[src/rtl/if_fetch_queue_if.sv]
// ---------------------------------------------------------------------------
// if_fetch_queue_if : fetch-queue bus (memory side, decode side, redirect)
// Revision 1.0
// ---------------------------------------------------------------------------
`default_nettype none

interface if_fetch_queue_if #(
  parameter int DEPTH  = 4,
  parameter int ADDR_W = 10
);
  localparam int CNT_W = $clog2(DEPTH) + 1;

  logic              imem_req;
  logic [ADDR_W-1:0] imem_addr;
  logic              imem_ack;
  logic [31:0]       imem_rdata;
  logic              ir_valid;
  logic [31:0]       ir_out;
  logic [31:0]       npc_out;
  logic              id_ready;
  logic              redirect;
  logic [31:0]       redirect_pc;
  logic              halted;
  logic [CNT_W-1:0]  q_count;

  // master: the fetch queue itself; slave: memory, decode and branch unit
  modport master (
    output imem_req, imem_addr, ir_valid, ir_out, npc_out, halted, q_count,
    input  imem_ack, imem_rdata, id_ready, redirect, redirect_pc
  );

  modport slave (
    input  imem_req, imem_addr, ir_valid, ir_out, npc_out, halted, q_count,
    output imem_ack, imem_rdata, id_ready, redirect, redirect_pc
  );
endinterface

`default_nettype wire

[src/rtl/if_fetch_queue.sv]
// ---------------------------------------------------------------------------
// if_fetch_queue : PC owner + instruction FIFO feeding IF/ID (IFQ_BYPASS_EN)
// Revision 1.0
// ---------------------------------------------------------------------------
`default_nettype none

module if_fetch_queue #(
  parameter int          DEPTH    = 4,
  parameter int          ADDR_W   = 10,
  parameter logic [31:0] RESET_PC = 32'd0
) (
  input  logic             clk1,
  input  logic             rst,
  if_fetch_queue_if.master bus
);
  localparam int               PTR_W  = $clog2(DEPTH);
  localparam int               CNT_W  = PTR_W + 1;
  localparam logic [CNT_W-1:0] FULL   = CNT_W'(DEPTH);
  localparam logic [5:0]       HLT_OP = 6'b111111;

  typedef enum logic [0:0] {
    RUN  = 1'b0,
    HALT = 1'b1
  } state_t;

  state_t           state;
  logic [31:0]      pc;
  logic [31:0]      ir_q  [DEPTH];
  logic [31:0]      npc_q [DEPTH];
  logic [PTR_W-1:0] rd_ptr;
  logic [PTR_W-1:0] wr_ptr;
  logic [CNT_W-1:0] count;

  logic        req;
  logic        accept;
  logic        push;
  logic        pop;
  logic        q_nonempty;
  logic        valid;
  logic [31:0] pc_next;

  assign pc_next    = pc + 32'd1;
  assign q_nonempty = (count != '0);

  // A full queue blocks the request even when decode pops the head this cycle.
  assign req    = (state == RUN) && (count < FULL) && !bus.redirect && !rst;
  assign accept = req && bus.imem_ack;

`ifdef IFQ_BYPASS_EN
  logic bypass;
  logic bypass_take;

  // req already excludes redirect, so a redirect cycle never bypasses.
  assign bypass      = !q_nonempty && accept;
  assign bypass_take = bypass && bus.id_ready;
  assign push        = accept && !bypass_take;
  assign valid       = !rst && (q_nonempty || bypass);

  always_comb begin
    bus.ir_out  = 32'd0;
    bus.npc_out = 32'd0;
    if (valid) begin
      bus.ir_out  = q_nonempty ? ir_q[rd_ptr]  : bus.imem_rdata;
      bus.npc_out = q_nonempty ? npc_q[rd_ptr] : pc_next;
    end
  end
`else
  assign push  = accept;
  assign valid = !rst && q_nonempty;

  always_comb begin
    bus.ir_out  = 32'd0;
    bus.npc_out = 32'd0;
    if (valid) begin
      bus.ir_out  = ir_q[rd_ptr];
      bus.npc_out = npc_q[rd_ptr];
    end
  end
`endif

  assign pop = q_nonempty && valid && bus.id_ready && !bus.redirect;

  assign bus.imem_req  = req;
  assign bus.imem_addr = pc[ADDR_W-1:0];
  assign bus.ir_valid  = valid;
  assign bus.halted    = (state == HALT) && !rst;
  assign bus.q_count   = count;

  always_ff @(posedge clk1) begin
    if (rst) begin
      state  <= RUN;
      pc     <= RESET_PC;
      count  <= '0;
      rd_ptr <= '0;
      wr_ptr <= '0;
    end else if (bus.redirect) begin
      state  <= RUN;
      pc     <= bus.redirect_pc;
      count  <= '0;
      rd_ptr <= '0;
      wr_ptr <= '0;
    end else begin
      if (accept) begin
        pc <= pc_next;
        if (bus.imem_rdata[31:26] == HLT_OP) begin
          state <= HALT;
        end
      end
      if (push) begin
        wr_ptr <= wr_ptr + PTR_W'(1);
      end
      if (pop) begin
        rd_ptr <= rd_ptr + PTR_W'(1);
      end
      case ({push, pop})
        2'b10:   count <= count + CNT_W'(1);
        2'b01:   count <= count - CNT_W'(1);
        default: count <= count;
      endcase
    end
  end

  // Storage needs no reset; occupancy is tracked by count and the pointers.
  always_ff @(posedge clk1) begin
    if (push) begin
      ir_q[wr_ptr]  <= bus.imem_rdata;
      npc_q[wr_ptr] <= pc_next;
    end
  end

endmodule

`default_nettype wire
[src/flat_wrapper.sv]
// flat-port wrapper written by rule: the top's interface ports become plain ports
module if_fetch_queue_flat 
#(
  parameter int          DEPTH    = 4,
  parameter int          ADDR_W   = 10,
  parameter logic [31:0] RESET_PC = 32'd0
)
  (clk1, rst, bus_imem_req, bus_imem_addr, bus_ir_valid, bus_ir_out, bus_npc_out, bus_halted, bus_q_count, bus_imem_ack, bus_imem_rdata, bus_id_ready, bus_redirect, bus_redirect_pc);
  if_fetch_queue_if #(.DEPTH(DEPTH), .ADDR_W(ADDR_W)) bus_i ();
  input  logic clk1;
  input  logic rst;
  output wire logic [$bits(bus_i.imem_req)-1:0] bus_imem_req;
  output wire logic [$bits(bus_i.imem_addr)-1:0] bus_imem_addr;
  output wire logic [$bits(bus_i.ir_valid)-1:0] bus_ir_valid;
  output wire logic [$bits(bus_i.ir_out)-1:0] bus_ir_out;
  output wire logic [$bits(bus_i.npc_out)-1:0] bus_npc_out;
  output wire logic [$bits(bus_i.halted)-1:0] bus_halted;
  output wire logic [$bits(bus_i.q_count)-1:0] bus_q_count;
  input wire logic [$bits(bus_i.imem_ack)-1:0] bus_imem_ack;
  input wire logic [$bits(bus_i.imem_rdata)-1:0] bus_imem_rdata;
  input wire logic [$bits(bus_i.id_ready)-1:0] bus_id_ready;
  input wire logic [$bits(bus_i.redirect)-1:0] bus_redirect;
  input wire logic [$bits(bus_i.redirect_pc)-1:0] bus_redirect_pc;
  assign bus_imem_req = bus_i.imem_req;
  assign bus_imem_addr = bus_i.imem_addr;
  assign bus_ir_valid = bus_i.ir_valid;
  assign bus_ir_out = bus_i.ir_out;
  assign bus_npc_out = bus_i.npc_out;
  assign bus_halted = bus_i.halted;
  assign bus_q_count = bus_i.q_count;
  assign bus_i.imem_ack = bus_imem_ack;
  assign bus_i.imem_rdata = bus_imem_rdata;
  assign bus_i.id_ready = bus_id_ready;
  assign bus_i.redirect = bus_redirect;
  assign bus_i.redirect_pc = bus_redirect_pc;
  if_fetch_queue #(.DEPTH(DEPTH), .ADDR_W(ADDR_W), .RESET_PC(RESET_PC)) u_core (.clk1(clk1), .rst(rst), .bus(bus_i));
endmodule
[config.mk]
export PLATFORM = sky130hd
export DESIGN_NAME = if_fetch_queue_flat
export DESIGN_NICKNAME = d
export VERILOG_FILES = /design/src/rtl/if_fetch_queue_if.sv /design/src/rtl/if_fetch_queue.sv /design/src/flat_wrapper.sv
export SDC_FILE = /design/constraint.sdc
export NUM_CORES = 1
export LEC_CHECK = 0
export BUFFER_PORTS_ARGS = -buffer_cell sky130_fd_sc_hd__buf_2
export CAP_MARGIN = 10
export CELL_PAD_IN_SITES_DETAIL_PLACEMENT = 1
export CELL_PAD_IN_SITES_GLOBAL_PLACEMENT = 2
export CORE_MARGIN = 4
export CORE_UTILIZATION = 37
export CTS_BUF_LIST = sky130_fd_sc_hd__clkbuf_8
export CTS_CLUSTER_DIAMETER = 120
export DETAILED_ROUTE_END_ITERATION = 8
export PLACE_DENSITY_LB_ADDON = 0.25
export SETUP_SLACK_MARGIN = 0.4
export SLEW_MARGIN = 25
export SYNTH_ARGS = -nofsm -noshare
export SYNTH_HDL_FRONTEND = slang
export SYNTH_SLANG_ARGS = --single-unit
[constraint.sdc]
create_clock -name clk1 -period 6.5 [get_ports clk1]
set_input_delay 1.95 -clock clk1 [delete_from_list [all_inputs] [get_ports clk1]]
set_output_delay 1.95 -clock clk1 [all_outputs]
set_load 0.01 [all_outputs]
==> load_flow_metrics.sql <==
INSERT INTO impl_metrics (metric_group, metric, value, unit) VALUES
('status', 'run_status', 'complete, no violations', ''),
('routing', 'initialDrtViolationCount', '432', ''),
('timing', 'setup_total_negative_slack', '0', 'ns'),
('routing', 'number_of_remaining_drc_errors', '0', ''),
('grt', 'grt_overflow_total', '0', ''),
('synthesis', 'post_synth_instance_area', '0.01241', 'mm²'),
('worst_hold_path', 'timing.hold.worst.class', 'reg2reg', ''),
('floorplan', 'fp.coreArea', '0.03278', 'mm²'),
('setup_path', 'worst-path-max-fanout', '33', ''),
('grt', 'grtUsageTotal', '16.47', '%'),
('floorplan', 'fp.dieW', '191.1', 'µm'),
('final_layout', 'finalInstanceArea', '0.01447', 'mm²'),
('floorplan', 'initial_core_util', '37.84', '%'),
('synthesis', 'synth_enable_flop_cells', '256', ''),
('timing', 'worst_clock_skew', '0.01566', 'ns'),
('final_layout', 'areaGrowthSynthToFinish', '16.61', '%'),
('setup_path', 'crit_top_cell', 'buf_2', ''),
('grt', 'via_count_of_the_first_global_routing_pass', '7645', ''),
('routing', 'routed-via-count', '6961', ''),
('place', 'gpl.final_weighted_congestion', '0.7102', ''),
('routing', 'routed_wirelength_normalized_by_instance_count', '21.34', 'µm'),
('setup_path', 'path_cells', 'buf_2 > buf_4 > or2_2 > nor3_1 > buf_2', ''),
('timing', 'slew_viol_final', '0', ''),
('setup_path', 'critPathRequiredTime', '4.55', 'ns'),
('timing', 'finalHoldViolations', '0', ''),
('clock_tree', 'worstSkewPairLatency', '0.56', 'ns'),
('timing', 'tightestPinTransition', '0.9392', 'ns'),
('routing', 'totalWireLength', '29600', 'µm'),
('place', 'portBuffers', '148', ''),
('routing', 'post_detailed_route_count_of_antenna_violating_nets', '0', ''),
('routing', 'met3_wirelength', '1426', 'µm'),
('clock_tree', 'cts_htree_levels', '2', ''),
('floorplan', 'dieArea', '0.03652', 'mm²'),
('clock_tree', 'cts-hold-fix-buffers', '0', ''),
('synthesis', 'synthesis.area_per_instance', '16.50', 'µm²'),
('synthesis', 'mappedNetlistNets', '828', ''),
('clock_tree', 'cts.repair.resized', '0', ''),
('power_and_ir_drop', 'total_power', '0.003778', 'W'),
('timing', 'minimum_hold_slack', '0.5087', 'ns'),
('clock_tree', 'number_of_clock_buffers_inserted_by_tritoncts', '50', ''),
('routing', 'via_per_inst', '5.019', ''),
('floorplan', 'i_o_pin_count', '149', ''),
('synthesis', 'yosys_register_bits', '298', ''),
('routing', 'met1_length', '13520', 'µm'),
('setup_path', 'critical-path-top-delay-family', 'simple AND/OR/NAND/NOR gates', ''),
('clock_tree', 'cts_num_sinks', '298', ''),
('synthesis', 'synthesis.instances', '752', ''),
('setup_path', 'worstSetupEndpointType', 'primary output', ''),
('final_layout', 'layout.cells.most_common_list', 'edfxtp_1, buf_2, and2_1', ''),
('timing', 'max_slew_margin', '37.32', '%'),
('run', 'cap_viol_max_count', '0', ''),
('power_and_ir_drop', 'leakage_power_of_the_design', '5.079', 'nW'),
('final_layout', 'final_common_cell', 'edfxtp_1', ''),
('place', 'final_hpwl_from_detailed_placement', '18600', 'µm'),
('routing', 'firstDrtPassIters', '4', ''),
('final_layout', 'drive_above_1_share', '32.70', '%'),
('setup_path', 'setup.worst_path.start_class', 'input pin', ''),
('power_and_ir_drop', 'peakVddDrop', '0.0001071', 'V'),
('timing', 'rsz0062_at_grt', 'false', ''),
('final_layout', 'number_of_nets_at_the_end_of_the_flow', '985', ''),
('clock_tree', 'cts_tree', 'built', ''),
('final_layout', 'postLayoutCoreUtil', '44.13', '%'),
('routing', 'route.top_layer_used', 'met4', ''),
('timing', 'setup_viol', '0', ''),
('final_layout', 'final_antenna_diode_count', '0', ''),
('place', 'placed_cell_area', '0.01358', 'mm²'),
('clock_tree', 'cts_buffer_depth', '3', ''),
('setup_path', 'crit_buf_inv', '3', ''),
('synthesis', 'yosysWarningCount', '0', ''),
('floorplan', 'chipHeight', '191.1', 'µm'),
('grt', 'grt_antenna_before_repair', '0', '');
==> sequential cells by signal, summed over array words and instances, names as in the netlist, named ones only <==
signal,count
u_core.npc_q,128
u_core.bus.q_count,3
u_core.state,1
u_core.ir_q,128
u_core.rd_ptr,2
u_core.pc,32
u_core.wr_ptr,2
==> stage by stage <==
| stage | cells | setup WS [ns] |
|---|---|---|
| after global routing | 1387 | 1.169 |
| final | 1387 | 1.332 |
| after detailed placement | 1299 | 1.262 |
| after floorplan | 752 | 1.563 |
| after CTS | 1387 | 1.260 |
| after global placement | 1297 | 0.9884 |
==> per-layer routing <==
metal  vias up  track usage, %
li1       3211               -
met1      3544           23.00
met2       162           27.00
met3        44           3.068
met4         0           3.978
met5         -               0
==> cell families after synthesis <==
kind of cell	after synthesis	share of synthesized area, %
AND/OR/NAND/NOR	210	9.560
AO/OA/AOI/OAI	59	3.096
buffers and inverters	65	2.693
flip-flops	298	68.74
multiplexers	69	12.04
XOR/XNOR	44	3.106
adder cells (fa/ha/maj)	7	0.7664
==> power breakdown <==
part	leakage, nW	switching, W	internal [W]	total (W)
Combinational	1.90	0.0000929	0.0000595	0.000152
Sequential	2.67	0.0000244	0.00211	0.00213
Clock	0.515	0.000717	0.000776	0.00149
Total	5.08	0.000834	0.00294	0.00378
==> path summary, 6_finish.rpt <==
kind                                                     from                                 end  slack (ns)  cells after the start
worst max-delay path                                      rst                        bus_imem_req        1.33                      5
worst min-delay path            u_core.wr_ptr[1]$_SDFFE_PP0P_       u_core.wr_ptr[1]$_SDFFE_PP0P_        0.51                      2
worst max register to register      u_core.state$_SDFFE_PP0P_  u_core.bus.q_count[2]$_SDFFE_PP0P_        3.52                      9
worst min register to register  u_core.wr_ptr[1]$_SDFFE_PP0P_       u_core.wr_ptr[1]$_SDFFE_PP0P_        0.51                      2
==> synth_stat cells (9+ instances only) <==
cell	number	area [µm²]
edfxtp_1	256	7687
and2_1	70	437.9
mux4_2	64	1441
dfxtp_1	42	840.8
nor2_1	32	120.1
nand2_1	30	112.6
xnor2_1	25	219.0
clkbuf_1	24	90.09
a21oi_1	20	100.1
xor2_1	19	166.4
nand3_1	17	85.08
buf_2	16	80.08
buf_4	13	97.59
nand4_1	13	81.33
and3_1	11	68.82
o2bb2ai_1	9	78.83
==> worst min-delay path, stage by stage (launching register included) <==
cell and delay (ns):
dfxtp_1 0.34, nand2_1 0.07, a21oi_1 0.06
==> cell type report <==
type / count / area, µm²
clock inverters: 36 / 173.9
inverters: 9 / 33.78
well taps: 442 / 553.0
clock buffers: 52 / 715.7
multi-input cells: 389 / 3577
repair buffers: 161 / 878.3
fillers: 3332 / 18320
flip-flops and latches: 298 / 8536
Note: power is estimated with default switching activity, not from simulation.
